## src/rtl/video_timing_pkg.sv

```systemverilog
// rtl/video_timing_pkg.sv - 720p raster constants and shared counter widths
//
// Purpose: 1280x720 @ 60 Hz timing constants, derived line/frame totals and
//          the counter widths shared by the timing generator and every
//          sprite/overlay block that consumes hcount/vcount.
// Ports:   none (package).
package video_timing_pkg;

  localparam int ACTIVE_H_720P = 1280;
  localparam int H_FP_720P     = 110;
  localparam int H_SYNC_720P   = 40;
  localparam int H_BP_720P     = 220;
  localparam int ACTIVE_V_720P = 720;
  localparam int V_FP_720P     = 5;
  localparam int V_SYNC_720P   = 5;
  localparam int V_BP_720P     = 20;
  localparam int FPS_720P      = 60;

  localparam int TOTAL_H_720P = ACTIVE_H_720P + H_FP_720P + H_SYNC_720P + H_BP_720P;
  localparam int TOTAL_V_720P = ACTIVE_V_720P + V_FP_720P + V_SYNC_720P + V_BP_720P;

  localparam int H_CNT_W = 11;
  localparam int V_CNT_W = 10;
  localparam int FC_W    = 6;

  localparam int MAX_SYNC_DELAY = 8;

  typedef logic [H_CNT_W-1:0] hcount_t;
  typedef logic [V_CNT_W-1:0] vcount_t;
  typedef logic [FC_W-1:0]    fcount_t;

  // One bit wider than the counters so boundaries equal to 2^W still compare
  // correctly instead of truncating to zero.
  typedef logic [H_CNT_W:0] hcmp_t;
  typedef logic [V_CNT_W:0] vcmp_t;

  typedef struct packed {
    logic hs;
    logic vs;
    logic ad;
  } sync_bus_t;

  localparam int SYNC_W = $bits(sync_bus_t);

endpackage

```

## src/rtl/sig_delay.sv

```systemverilog
// rtl/sig_delay.sv - generic DEPTH x WIDTH shift register with async clear
//
// Purpose: delays a WIDTH-bit bus by exactly DEPTH clock edges. DEPTH = 0
//          is a combinational pass-through.
// Ports:
//   i_clk    - clock
//   i_rst_n  - asynchronous active-low clear of every stage
//   i_data   - bus to delay
//   o_data   - i_data delayed by DEPTH edges
module sig_delay #(
  parameter int DEPTH = 2,
  parameter int WIDTH = 3
) (
  input  logic             i_clk,
  input  logic             i_rst_n,
  input  logic [WIDTH-1:0] i_data,
  output logic [WIDTH-1:0] o_data
);

  generate
    if (DEPTH == 0) begin : g_bypass
      logic w_unused;
      assign w_unused = i_clk ^ i_rst_n;
      assign o_data   = i_data;
    end else begin : g_pipe
      logic [WIDTH-1:0] r_stage [DEPTH];

      always_ff @(posedge i_clk or negedge i_rst_n) begin
        if (!i_rst_n) begin
          for (int i = 0; i < DEPTH; i++) begin
            r_stage[i] <= '0;
          end
        end else begin
          r_stage[0] <= i_data;
          for (int i = 1; i < DEPTH; i++) begin
            r_stage[i] <= r_stage[i-1];
          end
        end
      end

      assign o_data = r_stage[DEPTH-1];
    end
  endgenerate

endmodule

```

## src/rtl/video_sig_gen.sv

```systemverilog
// rtl/video_sig_gen.sv - raster timing generator with sync, draw and frame strobes
//
// Purpose: scans hcount/vcount over the full raster and produces HSYNC,
//          VSYNC, active-draw and new-frame flags registered in the same
//          cycle as the counters, a frame counter, and copies of the sync
//          and active flags delayed to match the pixel pipeline.
// Ports:
//   clk_in     - pixel clock
//   rst_in     - asynchronous active-low reset
//   hcount_out - horizontal position
//   vcount_out - vertical position
//   hs_out     - HSYNC, active high
//   vs_out     - VSYNC, active high, whole lines
//   ad_out     - position is inside the visible area
//   nf_out     - one-cycle strobe at the first blanking pixel after the last
//                visible line
//   fc_out     - frame count 0..FPS-1, advances with nf_out
//   hs_d_out, vs_d_out, ad_d_out - hs/vs/ad delayed by SYNC_DELAY cycles
module video_sig_gen
  import video_timing_pkg::*;
#(
  parameter int ACTIVE_H   = ACTIVE_H_720P,
  parameter int H_FP       = H_FP_720P,
  parameter int H_SYNC     = H_SYNC_720P,
  parameter int H_BP       = H_BP_720P,
  parameter int ACTIVE_V   = ACTIVE_V_720P,
  parameter int V_FP       = V_FP_720P,
  parameter int V_SYNC     = V_SYNC_720P,
  parameter int V_BP       = V_BP_720P,
  parameter int FPS        = FPS_720P,
  parameter int SYNC_DELAY = 2
) (
  input  logic               clk_in,
  input  logic               rst_in,
  output logic [H_CNT_W-1:0] hcount_out,
  output logic [V_CNT_W-1:0] vcount_out,
  output logic               hs_out,
  output logic               vs_out,
  output logic               ad_out,
  output logic               nf_out,
  output logic [FC_W-1:0]    fc_out,
  output logic               hs_d_out,
  output logic               vs_d_out,
  output logic               ad_d_out
);

  localparam int TOTAL_H = ACTIVE_H + H_FP + H_SYNC + H_BP;
  localparam int TOTAL_V = ACTIVE_V + V_FP + V_SYNC + V_BP;

  generate
    if (TOTAL_H > (1 << H_CNT_W) || TOTAL_H < 1) begin : g_chk_total_h
      $fatal(1, "video_sig_gen: TOTAL_H out of range");
    end
    if (TOTAL_V > (1 << V_CNT_W) || TOTAL_V < 1) begin : g_chk_total_v
      $fatal(1, "video_sig_gen: TOTAL_V out of range");
    end
    if (FPS > (1 << FC_W) || FPS < 1) begin : g_chk_fps
      $fatal(1, "video_sig_gen: FPS out of range");
    end
    if (SYNC_DELAY < 0 || SYNC_DELAY > MAX_SYNC_DELAY) begin : g_chk_delay
      $fatal(1, "video_sig_gen: SYNC_DELAY out of range");
    end
  endgenerate

  localparam hcount_t H_LAST  = hcount_t'(TOTAL_H - 1);
  localparam vcount_t V_LAST  = vcount_t'(TOTAL_V - 1);
  localparam fcount_t FC_LAST = fcount_t'(FPS - 1);

  localparam hcmp_t H_ACT_END  = hcmp_t'(ACTIVE_H);
  localparam hcmp_t H_SYNC_BEG = hcmp_t'(ACTIVE_H + H_FP);
  localparam hcmp_t H_SYNC_END = hcmp_t'(ACTIVE_H + H_FP + H_SYNC);
  localparam vcmp_t V_ACT_END  = vcmp_t'(ACTIVE_V);
  localparam vcmp_t V_SYNC_BEG = vcmp_t'(ACTIVE_V + V_FP);
  localparam vcmp_t V_SYNC_END = vcmp_t'(ACTIVE_V + V_FP + V_SYNC);

  hcount_t   r_hcount;
  vcount_t   r_vcount;
  fcount_t   r_fc;
  logic      r_hs;
  logic      r_vs;
  logic      r_ad;
  logic      r_nf;

  hcount_t   w_hcount_next;
  vcount_t   w_vcount_next;
  fcount_t   w_fc_next;
  hcmp_t     w_h_cmp;
  vcmp_t     w_v_cmp;
  logic      w_h_wrap;
  logic      w_hs_next;
  logic      w_vs_next;
  logic      w_ad_next;
  logic      w_nf_next;
  sync_bus_t w_sync_now;
  sync_bus_t w_sync_dly;

  // Flags are decoded from the next counter pair so that, once registered,
  // they describe exactly the position shown on hcount_out/vcount_out.
  always_comb begin
    w_h_wrap      = (r_hcount == H_LAST);
    w_hcount_next = w_h_wrap ? '0 : r_hcount + 1'b1;
    w_vcount_next = r_vcount;
    if (w_h_wrap) begin
      w_vcount_next = (r_vcount == V_LAST) ? '0 : r_vcount + 1'b1;
    end

    w_h_cmp   = {1'b0, w_hcount_next};
    w_v_cmp   = {1'b0, w_vcount_next};
    w_ad_next = (w_h_cmp < H_ACT_END) && (w_v_cmp < V_ACT_END);
    w_hs_next = (w_h_cmp >= H_SYNC_BEG) && (w_h_cmp < H_SYNC_END);
    w_vs_next = (w_v_cmp >= V_SYNC_BEG) && (w_v_cmp < V_SYNC_END);
    w_nf_next = (w_h_cmp == H_ACT_END) && (w_v_cmp == V_ACT_END);

    w_fc_next = (r_fc == FC_LAST) ? '0 : r_fc + 1'b1;
  end

  // Reset parks the counters on the last raster position so the first edge
  // after release lands on (0,0).
  always_ff @(posedge clk_in or negedge rst_in) begin
    if (!rst_in) begin
      r_hcount <= H_LAST;
      r_vcount <= V_LAST;
      r_hs     <= 1'b0;
      r_vs     <= 1'b0;
      r_ad     <= 1'b0;
      r_nf     <= 1'b0;
      r_fc     <= '0;
    end else begin
      r_hcount <= w_hcount_next;
      r_vcount <= w_vcount_next;
      r_hs     <= w_hs_next;
      r_vs     <= w_vs_next;
      r_ad     <= w_ad_next;
      r_nf     <= w_nf_next;
      if (w_nf_next) begin
        r_fc <= w_fc_next;
      end
    end
  end

  assign w_sync_now = '{hs: r_hs, vs: r_vs, ad: r_ad};

  sig_delay #(
    .DEPTH (SYNC_DELAY),
    .WIDTH (SYNC_W)
  ) u_sync_delay (
    .i_clk   (clk_in),
    .i_rst_n (rst_in),
    .i_data  (w_sync_now),
    .o_data  (w_sync_dly)
  );

  assign hcount_out = r_hcount;
  assign vcount_out = r_vcount;
  assign hs_out     = r_hs;
  assign vs_out     = r_vs;
  assign ad_out     = r_ad;
  assign nf_out     = r_nf;
  assign fc_out     = r_fc;
  assign hs_d_out   = w_sync_dly.hs;
  assign vs_d_out   = w_sync_dly.vs;
  assign ad_d_out   = w_sync_dly.ad;

endmodule
```

## config.mk

```make
export PLATFORM = sky130hd
export DESIGN_NAME = video_sig_gen
export DESIGN_NICKNAME = d
export VERILOG_FILES = /design/src/rtl/video_timing_pkg.sv /design/src/rtl/sig_delay.sv /design/src/rtl/video_sig_gen.sv
export SDC_FILE = /design/constraint.sdc
export NUM_CORES = 1
export LEC_CHECK = 0
export ABC_AREA = 1
export BUFFER_PORTS_ARGS = -buffer_cell sky130_fd_sc_hd__buf_2
export CORE_MARGIN = 1
export CORE_UTILIZATION = 38
export CTS_CLUSTER_DIAMETER = 80
export DETAILED_ROUTE_END_ITERATION = 16
export GPL_TIMING_DRIVEN = 0
export HOLD_SLACK_MARGIN = 0.15
export PLACE_DENSITY = 0.67
export REMOVE_ABC_BUFFERS = 1
export SETUP_SLACK_MARGIN = 0.5
export SLEW_MARGIN = 20
export SYNTH_ARGS = -nofsm -noshare
export SYNTH_HDL_FRONTEND = slang
export SYNTH_SLANG_ARGS = --single-unit
```

## constraint.sdc

```tcl
create_clock -name clk_in -period 3.6 [get_ports clk_in]
set_input_delay 0.9 -clock clk_in [delete_from_list [all_inputs] [get_ports clk_in]]
set_output_delay 0.9 -clock clk_in [all_outputs]
set_load 0.02 [all_outputs]
```

==> reports/qor.yml, run 1 <==
synth_seq_cells: 37
switching_share_pct: 21.4
grt_start_max_net_pins: 38
net-switching-power_w: 0.000170
finalClockSkew_ps: 12.8
start_kind: "register"
p_total_w: 0.000794
viasPerCell: 4.91
worstSetupPathType: "register to register"
drtPass1Iterations: 4
drive_above_1_share_pct: 30.1
postSynthCellCount: 294
grt_overflow_total: 0
cts_tree: "built"
finalSetupViolations: 0
rsz0062_at_grt: "false"
finalCoreUtilization_pct: 45.5
slew_headroom_pct: 45.1
cp_slowest_stage_delay_ps: 610
ys.warnings.count: 0
syn_avg_cell_area_um2: 7.86
status: "finished, final reports clean"
diodes: 0
start_util_pct: 39.3
port_buffers: 35
num_rows: 28
crit_arrival_ps: 2490
cp_slowest_cell: "dfstp_2"
die_area_um2: 6400
crit_fanout: 7
worstMarginPinSlew_ps: 823
hp-class: "register to register"
cts_inserted_buffers: 5
drc: 0
clockBufferDepth: 2
grt_pass1_vias: 1843
synth_top_cell_area_share_pct: 26.0
fin_crit_ps: 2310
fin_tns_setup_ps: 0
cts_sinks: 37
die_h_um: 80.0
fin_cells: 410
gp_congestion: 0.868
synth-main-ff-cell: "dfrtp_1"
htreeDepth: 2
place_ws_ps: 1340
power_frac_clock_pct: 46.6
ys_top_cells_by_count: "75 x nand2_1, 36 x inv_1, 28 x nor2_1"
core_area_um2: 5890
sequentialPowerShare_pct: 52.4
drv_slew: 0
power.internal_w: 0.000624
clk-insertion-delay-late_ps: 290
nFillCells: 612
antenna_found_initial: 0
cts_resized: 0
critical_path.most_common_cell: "nand2_1"
nNetsFinal: 341
period_share_pct: 64.3
drv_cap: 0
cp_data_required_time_ps: 3780
yosysSeqAreaShare_pct: 40.8
end_kind: "register"
worstPathCellList: "ha_1, nand2_1, nor2_1, nand2_1, o21ai_1, nand2_1, clkinv_1, nand3_1, nor2_4, nand3_4, nand2_1, nand2_1"
final_hold_viol_count: 0
grt_pass1_wl_mm: 8.79
fin_ws_ps: 1290
p_comb_share_pct: 1.0
synthMostInstantiatedCell: "nand2_1"
cts_hold_buf: 0
die_w_um: 80.0
io_pins: 36
vdd_drop_max_v: 0.000172
p_per_area_nw_per_um2: 296
synthArstFlopShare_pct: 100
syn2layout_area_growth_pct: 15.9
hpwl_mm: 3.77
synth_edf_count: 0
clk_pin_slew_ps: 80
cts-root-buf: "clkbuf_8"
yosys-top-cells-area: "dfrtp_1 26%, dfstp_2 15%, nand2_1 12%"
syn-cell-area_um2: 2310
wire_per_inst_um: 12.4
fmax_ghz: 0.432
grt_usage_pct: 18.1
ys_types: 33
yosysTopAreaCell: "dfrtp_1"
ant_nets: 0
vias: 2014
postCtsSetupRepairBufs: 0
drtIter0Drc: 92
wl_mm: 5.10
dp.cells: 402
leakagePower_nw: 1.34
[worst max-delay path, delay by kind of cell, from the launching register on]
kind            cells  cell delay [ps]
fa+ha+maj           1              270
compound gates      1              120
buf+inv             1               90
flops               1              610
simple gates        9             1100
[worst paths after layout]
check | from | to | slack (ps) | cells past startpoint
min in group asynchronous | rst_in | hcount_out[2] | 690 | 1
max in group asynchronous | rst_in | fc_out[1] | 2370 | 1
hold / removal | u_sync_delay.g_pipe.r_stage[5] | u_sync_delay.o_data[2] | 360 | 0
setup reg to reg | hcount_out[0] | fc_out[1] | 1290 | 12
hold reg to reg | u_sync_delay.g_pipe.r_stage[5] | u_sync_delay.o_data[2] | 360 | 0
setup / recovery | hcount_out[0] | fc_out[1] | 1290 | 12
[registers in the layout, summed over array words and instances, names as in the netlist]
name	cells
u_sync_delay.g_pipe.r_stage	3
vcount_out	10
fc_out	6
ad_out	1
u_sync_delay.o_data	3
hcount_out	11
nf_out	1
vs_out	1
hs_out	1
[power by group through the flow]
stage | Sequential, W | Combinational [W] | Clock [W]
after floorplan | 0.000424 | 0.000000000653 | 0
after global placement | 0.000424 | 0.00000887 | 0
after detailed placement | 0.000424 | 0.00000912 | 0
after CTS | 0.000416 | 0.00000910 | 0.000380
after global routing | 0.000416 | 0.0000103 | 0.000399
final | 0.000416 | 0.00000818 | 0.000370
[logic make-up (layout without fill, tap and decap cells)]
family | Yosys count | after routing | share of synthesized area, %
flops | 37 | 37 | 40.8
xor+xnor | 6 | 6 | 2.60
compound gates | 19 | 19 | 4.98
fa+ha+maj | 5 | 5 | 2.71
buf+inv | 45 | 86 | 7.74
simple gates | 182 | 182 | 41.2
[metrics by stage]
step	cell area, um2	hold WS (ps)
CTS	2680	360
floorplan	2290	331
detailed placement	2560	340
global route	2680	371
finish	2680	355
global placement	2560	331
[per-layer routing]
| layer | part of all wire, % | up-vias | global-route usage, % |
|---|---|---|---|
| met4 | 1.4 | 0 | 5.00 |
| li1 | - | 1028 | - |
| met1 | 48 | 934 | 24.4 |
| met5 | 0 | - | 0 |
| met2 | 46 | 43 | 28.4 |
| met3 | 4.1 | 9 | 4.80 |
[area by class of cell]
cell class                      count  area [um2]  area share (%)
Multi-Input combinational cell    212        1190            44.4
Sequential cell                    37         942            35.2
Timing Repair Buffer               35         175            6.54
Inverter                           43         163            6.07
Tap cell                           75        93.8            3.50
Clock buffer                        5        68.8            2.57
Clock inverter                      3        46.3            1.73
[cell usage in the layout (no fill, tap or decap), types with 2 or more instances in the layout]
cell type,n
a21oi_1,4
nand2_2,9
ha_1,5
nand2_1,75
nand3_2,6
buf_2,35
nor2_1,28
nand4_1,17
dfrtp_1,24
xor2_1,5
inv_2,5
nor2_4,4
nor2_2,11
nand3_4,2
o21ai_0,8
dfstp_2,13
clkbuf_8,5
nor2_8,2
nand3_1,23
o21bai_1,2
nand3b_1,2
inv_1,36
Note: power is estimated with default switching activity, not from simulation.
==> inputs of run 2 (changes only) <==
==> constraint.sdc (replaced) <==
create_clock -name clk_in -period 2.25 [get_ports clk_in]
set_input_delay 0.5625 -clock clk_in [delete_from_list [all_inputs] [get_ports clk_in]]
set_output_delay 0.5625 -clock clk_in [all_outputs]
set_load 0.02 [all_outputs]
==> reports/qor.yml, run 2 (same netlist as run 1, synthesis figures left out) <==
status: "finished, final reports clean"
finalSetupViolations: 0
crit_arrival_ps: 2350
die_area_um2: 6400
drtPass1Iterations: 4
worstMarginPinSlew_ps: 830
num_rows: 28
fin_crit_ps: 2170
ant_nets: 0
fin_ws_ps: 80.1
diodes: 0
die_h_um: 80.0
worstSetupPathType: "register to register"
period_share_pct: 96.4
placed_area_um2: 2560
htreeDepth: 2
largest_reg_flops: 11
reg2regPathDepth: 12
cts_inserted_buffers: 5
wl_mm: 5.62
drive_above_1_share_pct: 41.2
fmax_ghz: 0.461
grt_pass1_vias: 1968
rsz0062_at_grt: "true"
reg2reg_slack_ps: 80
place_ws_ps: -7.04
drc: 0
port_buffers: 35
final_hold_viol_count: 0
grt_pass1_wl_mm: 9.38
design_area_um2: 3020
clk-insertion-delay-late_ps: 290
vdd_drop_max_v: 0.000285
final_cell_mix: "65 x nand2_1, 35 x inv_1, 34 x buf_2, 23 x dfrtp_1, 22 x nor2_1"
worstPathCellList: "ha_4, nand2_4, nor2_4, nand3_4, nand3_4, nand2_2, nor2_2, nand2_2, nor2_4, nand3_4, nand2_2, nand2_1"
cts_sinks: 37
hpwl_mm: 3.77
vias: 2100
cts_tree: "built"
drv_cap: 0
end_kind: "register"
crit_fanout: 6
nNetsFinal: 358
syn2layout_area_growth_pct: 30.5
cts-root-buf: "clkbuf_8"
r2r-end: "fc_out[2]"
finalClockSkew_ps: 12.1
cp_slowest_cell: "dfstp_2"
regToRegStartpoint: "hcount_out[0]"
cp_data_required_time_ps: 2430
layout_commonest_cell: "nand2_1"
dp.cells: 402
antenna_found_initial: 0
start_util_pct: 39.3
gp_congestion: 0.868
leakagePower_nw: 1.44
grt_usage_pct: 19.4
fin_cells: 427
cts_hold_buf: 0
core_area_um2: 5890
slew_headroom_pct: 44.7
nFillCells: 564
clockBufferDepth: 2
drtIter0Drc: 103
io_pins: 36
grt_overflow_total: 0
p_per_area_nw_per_um2: 421
clk_pin_slew_ps: 80
hp-class: "primary input to async pin"
drv_slew: 0
viasPerCell: 4.92
grt_start_max_net_pins: 38
cp_slowest_stage_delay_ps: 630
die_w_um: 80.0
wire_per_inst_um: 13.2
start_kind: "register"
## run 2: cell types whose count changed in the layout (fill, tap and decap cells not counted), moves of 3 or more
| cell | delta |
|---|---|
| nor2_1 | -6 |
| o21ai_0 | -3 |
| buf_4 | +15 |
| nand2_4 | +3 |
| nand2_1 | -10 |
| nand2_2 | +7 |
| nand3_4 | +4 |
| nor2_4 | +7 |
| nand3_1 | -3 |
| ha_1 | -3 |
## run 2: worst max-delay path by stage
stage / startpoint / to / slack [ps] / depth (start not counted)
after floorplan: hcount_out[0] / fc_out[3] / 180 / 12
after global placement: hcount_out[0] / fc_out[1] / 30 / 12
after detailed placement: hcount_out[0] / fc_out[1] / -7 / 12
after CTS: hcount_out[0] / fc_out[2] / 130 / 12
after global routing: hcount_out[0] / fc_out[2] / -30 / 12
final: hcount_out[0] / fc_out[2] / 80 / 12
## run 2: layout make-up
class	count	area (um2)	area share, %
multi-input cells	213	1380	45.9
flip-flops and latches	37	943	31.3
inverters	43	166	5.52
clock inverters	3	46.3	1.53
repair buffers	51	314	10.4
well taps	75	93.8	3.11
clock buffers	5	68.8	2.28
## run 2: what timing repair did
| action | 4_1_cts | 5_1_grt |
|---|---|---|
| resized for setup | 37 | 13 |
| pin swaps | 26 | 10 |
| setup endpoints to repair | 11 | 13 |
| setup buffers | 12 | 4 |
| cloned | 1 | 0 |
## run 2: worst max-delay path: cells and delay by family, from the launching register on
family	cells	cell delay, ps
AND/OR/NAND/NOR	11	1240
flip-flops	1	630
adder cells (fa/ha/maj)	1	180
## run 2: through the flow
step	TNS [ps]	util, %	hold slack, ps	power (W)
5_1_grt	-89.0	51.3	371	0.00132
6_report	0	51.3	355	0.00127
4_1_cts	0	50.0	360	0.00129
2_1_floorplan	0	-	267	0.000678
3_5_place_dp	-7.04	43.6	340	0.000692
3_3_place_gp	0	43.6	331	0.000692
## run 2: report_power, final
part | internal (W) | leakage, nW | switching, W
clock network | 0.000332 | 0.0543 | 0.000261
registers | 0.000666 | 0.453 | 0
logic | 0.000000627 | 0.930 | 0.0000126
## run 2: layer usage
metal	wire length [um]	global-route usage [%]	up-vias	part of all wire (%)
li1	-	-	1060	-
met1	2650	25.3	978	47
met2	2620	30.9	52	47
met3	258	5.03	10	4.6
met4	92	6.79	0	1.6
met5	0	0	-	0
